$ cat config.mk
export PLATFORM = sky130hd
export DESIGN_NAME = ram_writer
export DESIGN_NICKNAME = d
export VERILOG_FILES = /design/src/rtl/vga_pkg.sv /design/src/rtl/byte_packer.sv /design/src/rtl/ram_writer.sv
export SDC_FILE = /design/constraint.sdc
export NUM_CORES = 1
export LEC_CHECK = 0
export BUFFER_PORTS_ARGS = -buffer_cell sky130_fd_sc_hd__buf_4
export CORE_MARGIN = 2
export CORE_UTILIZATION = 40
export DETAILED_ROUTE_END_ITERATION = 16
export SYNTH_ARGS = -nofsm -noshare
export SYNTH_HDL_FRONTEND = slang
export SYNTH_SLANG_ARGS = --single-unit
$ cat constraint.sdc
create_clock -name clk -period 1.8 [get_ports clk]
set_clock_uncertainty 0.2 [all_clocks]
set_input_delay 0.36 -clock clk [delete_from_list [all_inputs] [get_ports clk]]
set_output_delay 0.36 -clock clk [all_outputs]
set_load 0.005 [all_outputs]
$ cat src/rtl/vga_pkg.sv
`default_nettype none
// ============================================================================
// Module   : vga_pkg
// Brief    : Frame geometry and writer state shared by the frame-buffer
//            writer and reader.
// Revision : 1.0 - initial release
// ============================================================================
package vga_pkg;

    localparam int H_VISIBLE  = 480;
    localparam int V_VISIBLE  = 360;
    localparam int BPP        = 24;
    localparam int FRAME_BITS = H_VISIBLE * V_VISIBLE * BPP;

    function automatic int frame_words(input int width);
        return FRAME_BITS / width;
    endfunction

    typedef enum logic [0:0] {
        IDLE = 1'b0,
        RECV = 1'b1
    } writer_state_t;

endpackage
`default_nettype wire

$ cat src/rtl/byte_packer.sv
`default_nettype none
// ============================================================================
// Module   : byte_packer
// Brief    : Packs bytes big-endian into a RAM_WIDTH-bit word; the completed
//            word is presented combinationally alongside its last byte.
// Revision : 1.0 - initial release
// ============================================================================
module byte_packer #(
    parameter int RAM_WIDTH = 32
) (
    input  logic                 clk,
    input  logic                 rst,
    input  logic [7:0]           i_byte,
    input  logic                 i_valid,
    input  logic                 i_clear,
    output logic [RAM_WIDTH-1:0] o_word,
    output logic                 o_word_valid
);

    localparam int c_BPW      = RAM_WIDTH / 8;
    localparam int c_CNT_BITS = (c_BPW > 1) ? $clog2(c_BPW) : 1;
    localparam logic [c_CNT_BITS-1:0] c_LAST = c_CNT_BITS'(c_BPW - 1);

    logic [c_CNT_BITS-1:0] r_byte_cnt;

    assign o_word_valid = i_valid && !i_clear && (r_byte_cnt == c_LAST);

    always_ff @(posedge clk) begin
        if (rst || i_clear) begin
            r_byte_cnt <= '0;
        end else if (o_word_valid) begin
            r_byte_cnt <= '0;
        end else if (i_valid) begin
            r_byte_cnt <= r_byte_cnt + c_CNT_BITS'(1);
        end
    end

    generate
        if (c_BPW == 1) begin : g_single
            assign o_word = i_byte;
        end else begin : g_multi
            // Earlier bytes sit above the incoming one, so the first byte
            // ends up in the top lane once the word completes.
            logic [RAM_WIDTH-9:0] r_shift;

            assign o_word = {r_shift, i_byte};

            always_ff @(posedge clk) begin
                if (rst || i_clear || o_word_valid) begin
                    r_shift <= '0;
                end else if (i_valid) begin
                    r_shift <= o_word[RAM_WIDTH-9:0];
                end
            end
        end
    endgenerate

endmodule
`default_nettype wire

$ cat src/rtl/ram_writer.sv
`default_nettype none
// ============================================================================
// Module   : ram_writer
// Brief    : Packs the UART byte stream into words and writes them to
//            sequential frame-buffer addresses, one frame per frame_sync.
// Revision : 1.0 - initial release
// ============================================================================
module ram_writer
    import vga_pkg::*;
#(
    parameter int RAM_WIDTH   = 32,
    parameter int FRAME_WORDS = frame_words(RAM_WIDTH),
    parameter int ADDR_BITS   = $clog2(FRAME_WORDS)
) (
    input  logic                 clk,
    input  logic                 rst,
    input  logic                 frame_sync,
    input  logic [7:0]           rx_data,
    input  logic                 rx_valid,
    output logic                 wr_en,
    output logic [ADDR_BITS-1:0] wr_addr,
    output logic [RAM_WIDTH-1:0] wr_data,
    output logic                 busy,
    output logic                 frame_done
);

    localparam logic [ADDR_BITS-1:0] c_LAST_WORD = ADDR_BITS'(FRAME_WORDS - 1);

    writer_state_t          r_state;
    writer_state_t          w_state_nxt;
    logic [ADDR_BITS-1:0]   r_word_cnt;
    logic                   r_wr_en;
    logic [ADDR_BITS-1:0]   r_wr_addr;
    logic [RAM_WIDTH-1:0]   r_wr_data;
    logic                   r_frame_done;
    logic                   w_accept;
    logic                   w_word_valid;
    logic                   w_last_word;
    logic [RAM_WIDTH-1:0]   w_word;

    // A byte arriving with frame_sync belongs to the aborted frame.
    assign w_accept    = rx_valid && (r_state == RECV) && !frame_sync;
    assign w_last_word = w_word_valid && (r_word_cnt == c_LAST_WORD);

    byte_packer #(
        .RAM_WIDTH (RAM_WIDTH)
    ) u_packer (
        .clk          (clk),
        .rst          (rst),
        .i_byte       (rx_data),
        .i_valid      (w_accept),
        .i_clear      (frame_sync),
        .o_word       (w_word),
        .o_word_valid (w_word_valid)
    );

    always_comb begin
        w_state_nxt = r_state;
        case (r_state)
            IDLE:    if (frame_sync) w_state_nxt = RECV;
            RECV:    if (w_last_word) w_state_nxt = IDLE;
            default: w_state_nxt = IDLE;
        endcase
    end

    always_ff @(posedge clk) begin
        if (rst) begin
            r_state <= IDLE;
        end else begin
            r_state <= w_state_nxt;
        end
    end

    always_ff @(posedge clk) begin
        if (rst) begin
            r_word_cnt   <= '0;
            r_wr_en      <= 1'b0;
            r_wr_addr    <= '0;
            r_wr_data    <= '0;
            r_frame_done <= 1'b0;
        end else begin
            r_wr_en      <= w_word_valid;
            r_frame_done <= w_last_word;
            if (w_word_valid) begin
                r_wr_addr <= r_word_cnt;
                r_wr_data <= w_word;
            end
            if (frame_sync) begin
                r_word_cnt <= '0;
            end else if (w_word_valid) begin
                r_word_cnt <= w_last_word ? '0 : r_word_cnt + ADDR_BITS'(1);
            end
        end
    end

    assign wr_en      = r_wr_en;
    assign wr_addr    = r_wr_addr;
    assign wr_data    = r_wr_data;
    assign frame_done = r_frame_done;
    assign busy       = (r_state == RECV);

endmodule
`default_nettype wire

; After elaboration in Yosys (flattened, before gate mapping)
; Cells that the tools add are included.
[totals]
register_bits = 95
wordCells = 27
input_bits = 12
[classes]
n_bitwise = 1
n_eq_ne = 2
reduce_logical = 10
muxes = 4
add_sub_neg = 2
[op_table]
columns = cell, n
row1 = $add A17 B1 Y17 const B, 1
row2 = $eq A17 B17 Y1 const B, 1
row3 = $mux W17, 1
row4 = $logic_and A1 B1 Y1, 5
row5 = $reduce_or A2 Y1, 2
row6 = $add A2 B1 Y2 const B, 1
row7 = $eq A2 B2 Y1 const B, 1
row8 = $logic_or A1 B1 Y1, 2
row9 = $mux W1, 2
row10 = $pmux W1 S2, 1
row11 = $logic_not A1 Y1, 1
row12 = $not A1 Y1, 1

; Logic depth before layout (Yosys ltp)
[logic_depth]
ltp_word = 7
mapped_depth = 7
ltp_nobuf = 5

; Cells and area by module
; A second synthesis with hierarchy kept.
[hier_totals]
hier_cells = 388
area_unflattened_um2 = 3882.5
[modules_own_cells]
columns = module, instances, seq_area_each_um2, area_per_inst_um2, cells_each
row1 = ram_writer, 1, 1381.3, 2638.8, 262
row2 = byte_packer, 1, 520.5, 1243.7, 126

; Worst setup path before layout
; No wires, ideal clock.
[synth_path]
kind = register to register
from = register u_packer.r_byte_cnt[0]
to = register r_frame_done (netlist: frame_done)
n_path_buf = 1
slack_ns = -0.113
arrival_ns = 1.648
stages_incl_launch_ff = 7
required_time_ns = 1.535
setup_time_ns = 0.065
cell_sequence = dfxtp_1 -> ha_1 -> and4b_1 -> buf_4 -> nand3_2 -> or4_2 -> nor2_1
[synth_between]
elab_chain_cells = 3
[synth_lines]
columns = element, line
row1 = start: declaration, byte_packer.sv:24  ; logic [c_CNT_BITS-1:0] r_byte_cnt;
row2 = start signal: assignment, byte_packer.sv:34  ; r_byte_cnt <= r_byte_cnt + c_CNT_BITS'(1);
row3 = $eq A2 B2 Y1, byte_packer.sv:26  ; assign o_word_valid = i_valid && !i_clear && (r_byte_cnt == c_LAST);
row4 = $logic_and A1 B1 Y1, byte_packer.sv:26
row5 = $logic_and A1 B1 Y1, ram_writer.sv:43  ; assign w_last_word = w_word_valid && (r_word_cnt == c_LAST_WORD);
row6 = end signal: assignment, ram_writer.sv:83  ; r_frame_done <= w_last_word;
row7 = end: declaration, ram_writer.sv:35  ; logic r_frame_done;
; Every way passes these cells.
; A chain may end at the register's enable or synchronous reset.

; Final worst setup path
[layout_path]
from = register r_word_cnt[11]
to = register r_word_cnt[13]
[layout_between]
elab_chain_cells = 3
[layout_lines]
columns = element, line
row1 = start: declaration, ram_writer.sv:31  ; logic [ADDR_BITS-1:0] r_word_cnt;
row2 = start signal: assignment, ram_writer.sv:91  ; r_word_cnt <= w_last_word ? '0 : r_word_cnt + ADDR_BITS'(1);
row3 = branches (longest 2 deep; another with $add A17 B1 Y17), --
row4 = $mux W17 (*), ram_writer.sv:91
; Every way passes the cells marked *.

==> impl_summary.log <==
INFO  metric status = finished, violations left
INFO  metric failed_checks = setup timing
INFO  metric final_non_filler_cell_area = 4660 um2
INFO  metric pin_count_of_the_biggest_net_entering_global_routing = 28
INFO  metric seqCellArea = 1910 um2
INFO  metric fp.coreArea = 8640 um2
INFO  metric final-setup-viol-count = 1
INFO  metric tritoncts.num_buffers = 9
INFO  metric pin_count = 64
INFO  metric detail_route.wl_per_cell = 13.4 um
INFO  metric die_width = 98.1 um
INFO  metric first_global_vias = 2,952
INFO  metric antenna_left = 0
INFO  metric grt_pass1_wl = 13,900 um
INFO  metric dieHeight = 98.1 um
INFO  metric wl_met3 = 350 um
INFO  metric timing.slew.headroom = 69.2%
INFO  metric placement.setup.worst_slack = -46.9 ps
INFO  metric synth-warning-count = 0
INFO  metric holdWs = 35.0 ps
INFO  metric gp_congestion = 0.816
INFO  metric post_drt_via_cell_ratio = 4.99
INFO  metric power_density = 763 nW/um2
INFO  metric via_count_of_the_routed_design = 3,168
INFO  metric gr-usage-all-layers = 17.7%
INFO  metric worstSetupEndpointType = flip-flop
INFO  metric critPathLaunchType = flip-flop
INFO  metric final-max-slew-violation-count = 0
INFO  metric period_needed = 1800 ps
INFO  metric rsz0062_at_grt = true
INFO  metric initial_core_util = 41.0%
INFO  metric cts.htree.levels = 3
INFO  metric max_cap_violations = 0
INFO  metric synthDistinctLibCells = 35
INFO  metric ctsHoldBuffers = 0
INFO  metric postSynthAreaPerCell = 8.04 um2
INFO  metric critPathMaxFanout = 6
INFO  metric fin_tns_setup = -3.63 ps
INFO  metric worstSetupPathType = reg2reg
INFO  metric synthesis.instances = 440
INFO  metric min_path_type = in2reg
INFO  metric ys_seq_elements = 95
INFO  metric tightest_slew = 463 ps
INFO  metric clock_latency = 360 ps
INFO  metric layout.filler_cells = 836
INFO  metric die-area = 9620 um2
INFO  metric min_period_over_period = 100%
INFO  metric layout.cells.most_common = nand2_1
INFO  metric top_routing_layer_in_use = met4
INFO  metric synth_area_leader_cell = dfxtp_1
INFO  metric synth.top_cell.area_share = 53.7%
INFO  metric mappedNetlistArea = 3540 um2
INFO  metric placementRows = 34
INFO  metric post-place-cells = 617
INFO  metric ys_seq_area_share = 53.7%
INFO  metric cts_root_buffer = clkbuf_8
INFO  metric layout-drive-gt1-share = 27.5%
INFO  metric total_power = 3.55 mW
INFO  metric final-instance-count-excl-fill = 635
INFO  metric post-route-drc-count = 0
INFO  metric detail_route.wirelength = 8520 um
INFO  metric critPathRequiredTime = 1890 ps
INFO  metric clkSlewWorstSetupHoldPaths = 100 ps
INFO  metric postLayoutSetupSlackWorst = -3.63 ps
INFO  metric antenna_found_initial = 0
INFO  metric cts_tree = built
INFO  metric multi_input_comb_area = 1610 um2
INFO  metric syn_to_final_growth = 31.5%
INFO  metric power_leakage = 1.69 nW
INFO  metric design.final.nets = 536
INFO  metric layout.cells.most_common_list = 156 x nand2_1, 95 x buf_4, 86 x dfxtp_1, 75 x a21oi_1, 18 x nor2_1
INFO  metric number_of_drc_markers_in_iteration_0 = 104
INFO  metric post_dp_cell_area = 4350 um2
INFO  metric routed-wl-met2 = 3780 um
INFO  metric max_freq = 554 MHz
INFO  metric critPathArrivalTime = 1890 ps
INFO  metric n_antenna_cell = 0
INFO  metric power.ir.vdd_worst = 0.000365 V
INFO  metric clk_path_buf_depth = 2
INFO  metric firstDrtPassIters = 4
INFO  metric hold_viol_final = 0
INFO  metric numPortBuffers = 63
INFO  metric synth_nets = 454
INFO  metric postLayoutCoreUtil = 53.9%
INFO  metric m1WireLength = 4220 um
INFO  metric synthTopCellsByArea = dfxtp_1 54%, nand2_1 17%, a21oi_1 11%
INFO  metric gr-total-overflow = 0
INFO  metric cts_num_sinks = 95
INFO  metric place.detailed.hpwl = 5800 um
[cell families after synthesis]
family | synth area share [%]
simple gates | 26.4
fa+ha+maj | 0.707
flops | 53.7
xor+xnor | 2.97
mux | 0.283
compound gates | 12.2
buf+inv | 3.78
[synthesized netlist by cell type (all sizes together)]
master  instances
nand4           4
and4b           1
o41ai           2
xnor2          10
xor2            2
nor4            6
nand3          10
dfxtp          95
nor2           19
a21oi          77
inv             3
or2             1
nand3b          1
or4b            2
nor4b           1
mux2i           1
nor2b           1
clkbuf         22
nand4b          2
o31ai           1
and4            1
o21ai           4
nand2         156
nor3            5
or4             2
buf             8
or3             1
ha              2
[repair_timing]
item | 4_1_cts | 5_1_grt
hold endpoints to repair | 0 | 0
resized for setup | 8 | 18
cloned | 0 | 0
pin swaps | 2 | 2
setup endpoints to repair | 3 | 29
buffers inserted | 1 | 1
[power by group]
group / leakage [nW] / internal [mW] / total (mW) / switching (mW)
Sequential: 0.770 / 2.10 / 2.11 / 0.00495
Clock: 0.0938 / 0.533 / 1.34 / 0.806
Combinational: 0.825 / 0.0402 / 0.104 / 0.0643
[worst max-delay path, stage by stage, from the launching register on]
cell     delay (ps)
dfxtp_2         360
nand4_4         110
or3_4           420
or4b_1          480
a21oi_1         170
[metal layers]
layer | track usage [%] | vias to the layer above
met3 | 3.87 | 13
met2 | 26.9 | 70
met1 | 24.8 | 1470
met4 | 6.73 | 0
met5 | 0 | -
li1 | - | 1615
[final timing paths]
check | from | to | slack (ps) | cells after the start
setup / recovery | r_word_cnt[11] | r_word_cnt[13] | -4 | 4
hold / removal | rx_data[7] | wr_data[7] | 30 | 3
setup reg to reg | r_word_cnt[11] | r_word_cnt[13] | -4 | 4
hold reg to reg | wr_addr[11] | wr_addr[11] | 260 | 2
[sequential cells by signal, indices dropped and copies added, names as in the netlist]
register / count
wr_data: 32
u_packer.g_multi.r_shift: 24
r_word_cnt: 17
wr_addr: 17
u_packer.r_byte_cnt: 2
busy: 1
frame_done: 1
wr_en: 1
[final cells by class]
class / count / area share [%]
multi-input combinational: 312 / 34.5
tap: 108 / 2.90
clock inverter: 7 / 1.40
inverter: 3 / 0.242
timing repair buffer: 101 / 17.2
sequential: 95 / 41.1
clock buffer: 9 / 2.66
Note: power is estimated with default switching activity, not from simulation.
